==> src/rtl/cop0_irq_controller.sv <==
// Interrupt front end for the multicycle MIPS core: synchronizes and latches the
// external IRQ lines, feeds the pending vector to COP0 and handshakes with the control FSM.
module cop0_irq_controller #(
    parameter int         SYNC_STAGES = 2,
    parameter logic [7:0] EDGE_LINES  = 8'b1111_1000
) (
    input  logic       iCLK,
    input  logic       iCLR_n,
    input  logic [7:0] iIRQ,
    input  logic [7:0] iInterruptMask,
    input  logic       iExcLevel,
    input  logic       iIntAck,
    input  logic       iEret,
    input  logic [7:0] iClearPending,
    output logic [7:0] oPendingInterrupt,
    output logic       oIntRequest,
    output logic       oInterrupted,
    output logic [2:0] oIntLine,
    output logic [4:0] oExcCode
);

    localparam logic [1:0] S_IDLE    = 2'd0;
    localparam logic [1:0] S_REQ     = 2'd1;
    localparam logic [1:0] S_ACK     = 2'd2;
    localparam logic [1:0] S_SERVICE = 2'd3;

    // Line 2 belongs to COUNT/COMPARE inside COP0, so the external pin is dropped here.
    localparam logic [7:0] EXT_LINES = 8'b1111_1011;

    logic [SYNC_STAGES-1:0][7:0] r_sync;
    logic [7:0] w_s, r_prev, r_lat, r_pend;
    logic [7:0] w_set, w_clr, w_lat_nxt;
    logic [1:0] r_state, w_state_nxt;
    logic       r_req, r_intd;
    logic [2:0] r_line, w_win;
    logic       w_reqable, w_take;

    assign w_s = r_sync[SYNC_STAGES-1];

    always_ff @(posedge iCLK or negedge iCLR_n) begin
        if (!iCLR_n) begin
            r_sync <= '0;
            r_prev <= '0;
        end else begin
            r_sync <= {r_sync[SYNC_STAGES-2:0], iIRQ & EXT_LINES};
            r_prev <= w_s;
        end
    end

    always_comb begin
        w_win = 3'd0;
        for (int i = 0; i < 8; i++)
            if (iInterruptMask[i]) w_win = 3'(i);
    end

    assign w_reqable = (iInterruptMask != 8'd0) && !iExcLevel;
    assign w_take    = (r_state == S_REQ) && iIntAck && (iInterruptMask != 8'd0);

    // Edge latches: a fresh rising edge beats any clear in the same cycle.
    assign w_set     = w_s & ~r_prev & EDGE_LINES;
    assign w_clr     = iClearPending | (w_take ? (8'd1 << w_win) : 8'd0);
    assign w_lat_nxt = (EDGE_LINES & (w_set | (r_lat & ~w_clr))) | (~EDGE_LINES & w_s);

    always_ff @(posedge iCLK or negedge iCLR_n) begin
        if (!iCLR_n) begin
            r_lat  <= '0;
            r_pend <= '0;
        end else begin
            r_lat  <= w_lat_nxt;
            r_pend <= r_lat & EXT_LINES;
        end
    end

    always_comb begin
        w_state_nxt = r_state;
        case (r_state)
            S_IDLE:    if (w_reqable) w_state_nxt = S_REQ;
            S_REQ: begin
                if (w_take)          w_state_nxt = S_ACK;
                else if (!w_reqable) w_state_nxt = S_IDLE;
            end
            S_ACK:     w_state_nxt = S_SERVICE;
            // A software clear of EL releases the block just like eret.
            S_SERVICE: if (iEret || !iExcLevel) w_state_nxt = S_IDLE;
            default:   w_state_nxt = S_IDLE;
        endcase
    end

    always_ff @(posedge iCLK or negedge iCLR_n) begin
        if (!iCLR_n) begin
            r_state <= S_IDLE;
            r_req   <= 1'b0;
            r_intd  <= 1'b0;
            r_line  <= 3'd0;
        end else begin
            r_state <= w_state_nxt;
            r_req   <= (w_state_nxt == S_REQ);
            r_intd  <= (w_state_nxt == S_ACK);
            if (w_take) r_line <= w_win;
        end
    end

    assign oPendingInterrupt = r_pend;
    assign oIntRequest       = r_req;
    assign oInterrupted      = r_intd;
    assign oIntLine          = r_line;
    assign oExcCode          = 5'd0;

endmodule
==> config.mk <==
export PLATFORM = sky130hd
export DESIGN_NAME = cop0_irq_controller
export DESIGN_NICKNAME = d
export VERILOG_FILES = /design/src/rtl/cop0_irq_controller.sv
export SDC_FILE = /design/constraint.sdc
export NUM_CORES = 1
export LEC_CHECK = 0
export BUFFER_PORTS_ARGS = -buffer_cell sky130_fd_sc_hd__buf_2
export CORE_MARGIN = 2
export CORE_UTILIZATION = 54
export CTS_BUF_LIST = sky130_fd_sc_hd__clkbuf_2
export CTS_CLUSTER_DIAMETER = 30
export CTS_CLUSTER_SIZE = 16
export DETAILED_ROUTE_END_ITERATION = 8
export GPL_ROUTABILITY_DRIVEN = 0
export PLACE_DENSITY = 0.83
export RECOVER_POWER = 100
export SYNTH_ARGS = -nofsm -noshare
export SYNTH_HDL_FRONTEND = slang
export SYNTH_SLANG_ARGS = --single-unit
export TNS_END_PERCENT = 5
==> constraint.sdc <==
create_clock -name iCLK -period 3.24 [get_ports iCLK]
set_input_delay 0.81 -clock iCLK [delete_from_list [all_inputs] [get_ports iCLK]]
set_output_delay 0.81 -clock iCLK [all_outputs]
set_load 0.005 [all_outputs]
==> flow_metrics.env, run 1 <==
export IMPL_ctsResizeCount=0
export IMPL_grt_pass1_vias=784
export IMPL_seqPwrFrac_pct=59.6
export IMPL_path_cells="buf_2 > nor4_1 > and2_0 > a2111oi_0 > a21o_1"
export IMPL_core_um2=2430
export IMPL_start_util_pct=55.7
export IMPL_root_buffer="clkbuf_2"
export IMPL_crit_path_start_kind="primary input"
export IMPL_dp_hpwl_um=1580
export IMPL_n_antenna_cell=0
export IMPL_utilization_pct=64.2
export IMPL_instances_no_fill=167
export IMPL_ant_nets=0
export IMPL_antenna_found_initial=0
export IMPL_syn_mean_instance_area_um2=14.4
export IMPL_routed_wl_um=2110
export IMPL_setup_tns_ns=0
export IMPL_p_sw_mw=0.249
export IMPL_synth_top_area_share_pct=73.9
export IMPL_path_buf_inv=1
export IMPL_synth_area_um2=1350
export IMPL_critPathCaptureType="flop"
export IMPL_drc=0
export IMPL_critPathMaxStageDelay_ns=0.56
export IMPL_outcome="complete, no violations"
export IMPL_dp_cells=159
export IMPL_min_from="r_sync[5]"
export IMPL_cts_tree="yes"
export IMPL_yosys_register_bits=40
export IMPL_path_class="primary input to flop"
export IMPL_min_path_type="flop to flop"
export IMPL_clkTransAtPathRegs_ns=0.18
export IMPL_fmax_mhz=581
export IMPL_floorplan_rows=18
export IMPL_rsz0062_at_grt="no"
export IMPL_vdd_drop_max_mv=0.380
export IMPL_grt_max_degree=41
export IMPL_grt_pass1_wl_um=3260
export IMPL_via_count=824
export IMPL_ff2ff_path_depth=4
export IMPL_tightestPinTransition_ns=0.831
export IMPL_drive_above_1_share_pct=27.0
export IMPL_maxCapViolCount=0
export IMPL_synth_warnings=0
export IMPL_pin_count=47
export IMPL_cts_inserted_buffers=5
export IMPL_nFillCells=209
export IMPL_cp_slowest_cell="nor4_1"
export IMPL_setup_slack_ns=1.52
export IMPL_cts_sinks=40
export IMPL_yosysSeqAreaShare_pct=73.9
export IMPL_clockBufferDepth=2
export IMPL_p_leak_nw=0.787
export IMPL_hold_viol=0
export IMPL_finalMaxSlewViolations=0
export IMPL_powerDensity_nw_per_um2=639
export IMPL_place_ws_ns=1.32
export IMPL_drtIter0Drc=10
export IMPL_r2r_start="r_state[1]"
export IMPL_cp_max_fo=3
export IMPL_area_growth_pct=15.3
export IMPL_postSynthCellCount=94
export IMPL_crit_family="simple AND/OR/NAND/NOR gates"
export IMPL_routed_via_density=4.93
export IMPL_hold_end="w_s[5]"
export IMPL_nNetsFinal=165
export IMPL_drt_pass1_iterations=4
export IMPL_swShare_pct=25.0
export IMPL_reg2reg_slack_ns=1.80
export IMPL_htree_num_levels=2
export IMPL_rr_endpoint="r_lat[3]"
export IMPL_period_share_pct=53.1
export IMPL_synth_distinct_cells=24
export IMPL_grt_ovfl_total=0
export IMPL_p_int_mw=0.748
export IMPL_die_height_um=54.1
export IMPL_dieWidth_um=54.1
export IMPL_yosysTopAreaCell="dfrtp_1"
export IMPL_holdPathStages=0
export IMPL_clock_power_share_pct=27.2
export IMPL_port_buffers=36
export IMPL_die_area_um2=2920
export IMPL_cts_setup_buffers=0
export IMPL_cts_hold_buf=0
export IMPL_worst_path_stages=5
export IMPL_pwr_share_comb_pct=13.2
export IMPL_finClkSkew_ns=0.0134
export IMPL_setup_viol=0
export IMPL_grtUsageTotal_pct=16.8
export IMPL_critPathArrivalTime_ns=2.00
export IMPL_wl_per_cell_um=12.6
export IMPL_holdWs_ns=0.365
export IMPL_slew_headroom_pct=44.6
export IMPL_cp_required_ns=3.51
export IMPL_yosys_top_cells_area="dfrtp_1, buf_4, inv_1"
export IMPL_min_period_ns=1.72
export IMPL_clk_latency_ns=0.37
-- sequential cells by signal (all words and copies together) (netlist names), 2 cells and up --
register,count
oPendingInterrupt,7
r_prev,7
r_sync,7
w_s,7
r_lat,5
oIntLine,3
r_state,2
-- cell type report --
| class | instances | area [um2] | area share, % |
|---|---|---|---|
| Sequential cell | 40 | 1000 | 64.1 |
| Multi-Input combinational cell | 42 | 246 | 15.8 |
| Timing Repair Buffer | 36 | 173 | 11.1 |
| Inverter | 11 | 41.3 | 2.64 |
| Clock inverter | 3 | 37.5 | 2.40 |
| Tap cell | 30 | 37.5 | 2.40 |
| Clock buffer | 5 | 25.0 | 1.60 |
-- metrics by stage --
stage / power (mW) / cell area (um2)
floorplan: 0.687 / 1370
CTS: 1.03 / 1610
global route: 1.06 / 1560
global placement: 0.751 / 1550
detailed placement: 0.764 / 1550
finish: 0.997 / 1560
-- Yosys cell counts (all sizes together) --
| cell type | instances |
|---|---|
| a2111oi | 1 |
| nor3 | 1 |
| and3b | 2 |
| nand3b | 2 |
| o311ai | 1 |
| conb | 1 |
| inv | 11 |
| dfrtp | 40 |
| a32o | 2 |
| nor4 | 2 |
| buf | 6 |
| a31oi | 2 |
| o21ai | 7 |
| a21o | 2 |
| and2 | 1 |
| nand2 | 3 |
| nor2b | 1 |
| nor2 | 4 |
| nand3 | 1 |
| o32ai | 1 |
| a21oi | 3 |
-- placed cells by master, fill, tap and decap left out, types with 2 or more instances in the layout --
master | netlist | routed
a21oi_1 | 3 | 3
dfrtp_1 | 40 | 40
clkbuf_2 | 0 | 5
and3b_1 | 2 | 2
clkbuf_1 | 0 | 6
o21ai_0 | 4 | 5
a21o_1 | 2 | 2
inv_1 | 11 | 11
nand2_1 | 3 | 3
nor2_1 | 3 | 4
clkinv_1 | 0 | 2
a31oi_1 | 2 | 2
o21ai_1 | 3 | 2
a32o_1 | 2 | 2
nand3b_1 | 1 | 2
conb_1 | 1 | 6
buf_2 | 0 | 30
-- layer usage --
layer | GRT usage [%] | vias up | routed length [um]
li1 | - | 389 | -
met1 | 19.5 | 391 | 833
met2 | 27.4 | 37 | 1040
met3 | 5.28 | 7 | 189
met4 | 10.0 | 0 | 44
met5 | 0 | - | 0
-- kinds of logic after synthesis --
kind of cell / Yosys count / synth area share [%]
AOI/OAI and AO/OA: 19 / 10.5
other: 1 / 0.277
buffers and inverters: 17 / 6.38
DFF: 40 / 73.9
and+or+nand+nor: 17 / 8.87
-- how the worst max path moves through the flow --
stage | start | to | slack [ns]
2_1_floorplan | iInterruptMask[0] | r_state[0] | 1.58
3_3_place_gp | iInterruptMask[0] | r_state[1] | 1.38
3_5_place_dp | iInterruptMask[0] | r_state[0] | 1.32
4_1_cts | oIntLine[2] | oIntLine[2] | 1.49
5_1_grt | oIntLine[2] | oIntLine[2] | 1.47
6_report | iInterruptMask[0] | r_state[0] | 1.52
-- power groups by stage --
stage / combinational, mW / clock, mW / sequential [mW]
floorplan: 0.0767 / 0 / 0.611
global placement: 0.144 / 0 / 0.607
detailed placement: 0.151 / 0 / 0.613
CTS: 0.152 / 0.280 / 0.602
global route: 0.151 / 0.302 / 0.605
finish: 0.131 / 0.271 / 0.595
Power figures use the tool's default switching activity.
==> inputs of run 2 (changes only) <==
--- a/config.mk
+++ b/config.mk
@@ -7,13 +7,13 @@
 export LEC_CHECK = 0
 export BUFFER_PORTS_ARGS = -buffer_cell sky130_fd_sc_hd__buf_2
 export CORE_MARGIN = 2
-export CORE_UTILIZATION = 54
+export CORE_UTILIZATION = 50
 export CTS_BUF_LIST = sky130_fd_sc_hd__clkbuf_2
 export CTS_CLUSTER_DIAMETER = 30
 export CTS_CLUSTER_SIZE = 16
 export DETAILED_ROUTE_END_ITERATION = 8
 export GPL_ROUTABILITY_DRIVEN = 0
-export PLACE_DENSITY = 0.83
+export PLACE_DENSITY = 0.78
 export RECOVER_POWER = 100
 export SYNTH_ARGS = -nofsm -noshare
 export SYNTH_HDL_FRONTEND = slang
==> constraint.sdc (replaced) <==
create_clock -name iCLK -period 1.65 [get_ports iCLK]
set_input_delay 0.4125 -clock iCLK [delete_from_list [all_inputs] [get_ports iCLK]]
set_output_delay 0.4125 -clock iCLK [all_outputs]
set_load 0.005 [all_outputs]
==> flow_metrics.env, run 2 (same netlist as run 1, synthesis figures left out) <==
export IMPL_path_class="flop to flop"
export IMPL_outcome="complete, no violations"
export IMPL_mostFrequentLayoutCells="dfrtp_1, buf_2, inv_1"
export IMPL_cp_max_fo=5
export IMPL_clkTransAtPathRegs_ns=0.19
export IMPL_register_area_um2=1000
export IMPL_finalMaxSlewViolations=0
export IMPL_final_common_cell="dfrtp_1"
export IMPL_dieWidth_um=56.0
export IMPL_antenna_found_initial=0
export IMPL_grt_ovfl_total=0
export IMPL_crit_start="r_state[1]"
export IMPL_cts_tree="yes"
export IMPL_tightestPinTransition_ns=0.537
export IMPL_drtIter0Drc=15
export IMPL_drive_above_1_share_pct=31.4
export IMPL_p_leak_nw=0.812
export IMPL_powerDensity_nw_per_um2=1250
export IMPL_via_count=828
export IMPL_r2r_start="r_state[1]"
export IMPL_port_buffers=36
export IMPL_crit_path_start_kind="flop"
export IMPL_drc=0
export IMPL_grtUsageTotal_pct=15.8
export IMPL_routed_wl_um=2190
export IMPL_cts_setup_buffers=0
export IMPL_grt_pass1_wl_um=3770
export IMPL_drt_pass1_iterations=4
export IMPL_holdPathStages=1
export IMPL_vdd_drop_max_mv=1.08
export IMPL_rsz0062_at_grt="no"
export IMPL_dpl_cell_area_um2=1560
export IMPL_finClkSkew_ns=0.00933
export IMPL_floorplan_rows=18
export IMPL_fin_area_um2=1610
export IMPL_nNetsFinal=168
export IMPL_cts_inserted_buffers=5
export IMPL_ant_nets=0
export IMPL_clockBufferDepth=2
export IMPL_multi_input_area_um2=270
export IMPL_core_um2=2520
export IMPL_clk_latency_ns=0.36
export IMPL_grt_max_degree=24
export IMPL_ctsResizeCount=0
export IMPL_min_from="iIRQ[5]"
export IMPL_cp_required_ns=1.92
export IMPL_nFillCells=213
export IMPL_fmax_mhz=675
export IMPL_slew_headroom_pct=63.9
export IMPL_wl_per_cell_um=12.9
export IMPL_min_period_ns=1.48
export IMPL_critPathCaptureType="flop"
export IMPL_dp_hpwl_um=1740
export IMPL_critPathArrivalTime_ns=1.75
export IMPL_die_height_um=56.0
export IMPL_start_util_pct=53.7
export IMPL_maxCapViolCount=0
export IMPL_setup_tns_ns=0
export IMPL_area_growth_pct=19.1
export IMPL_period_share_pct=89.8
export IMPL_hold_viol=0
export IMPL_n_antenna_cell=0
export IMPL_root_buffer="clkbuf_2"
export IMPL_htree_num_levels=2
export IMPL_routed_via_density=4.87
export IMPL_pin_count=47
export IMPL_min_path_type="primary input to flop"
export IMPL_cts_sinks=40
export IMPL_ff2ff_path_depth=4
export IMPL_die_area_um2=3140
export IMPL_setup_viol=0
export IMPL_grt_pass1_vias=872
==> run 2: timing repair <==
item                       in CTS  in global routing
hold buffers                    1                  0
setup endpoints to repair       0                  0
hold endpoints to repair       21                  0
==> run 2: final cells by class <==
| class | instances | share of cell area, % |
|---|---|---|
| multi-input combinational | 42 | 16.8 |
| timing repair buffer | 39 | 12.1 |
| clock inverter | 3 | 2.64 |
| inverter | 11 | 2.56 |
| clock buffer | 5 | 1.55 |
| tap | 30 | 2.33 |
| sequential | 40 | 62.1 |
==> run 2: where the power goes <==
group          total [mW]  leakage (nW)  switching [mW]  internal (mW)
combinational       0.286         0.300           0.146          0.141
sequential           1.18         0.472          0.0789           1.11
clock               0.549        0.0406           0.294          0.255
==> run 2: path summary, 6_finish.rpt <==
kind	slack [ns]	end
setup / recovery	0.17	r_lat[3]
hold / removal	0.14	r_sync[5]
setup reg to reg	0.17	r_lat[3]
hold reg to reg	0.37	r_prev[0]
max in group asynchronous	0.31	r_prev[5]
min in group asynchronous	0.53	r_prev[7]
==> run 2: worst max-delay path, stage by stage, from the launching register on <==
cell      delay, ns
dfrtp_1        0.48
nand3b_1       0.30
nor3_2         0.22
nand3_1        0.12
a32o_1         0.27
==> run 2: metrics by stage <==
step	util, %	setup WS [ns]	hold WS, ns	cells	power, mW
after global placement	61.9	0.200	0.331	161	1.48
final	63.9	0.169	0.140	170	2.02
after floorplan	-	0.365	0.117	99	1.35
after CTS	64.9	0.178	0.110	170	2.06
after global routing	63.9	0.0583	0.0831	170	2.14
after detailed placement	61.9	0.166	0.335	161	1.51
==> run 2: per-layer routing <==
metal / vias up / track usage [%] / routed length (um)
li1: 392 / - / -
met2: 30 / 25.7 / 1150
met3: 4 / 5.81 / 143
met5: - / 0 / 0
met1: 402 / 19.0 / 869
met4: 0 / 6.12 / 21
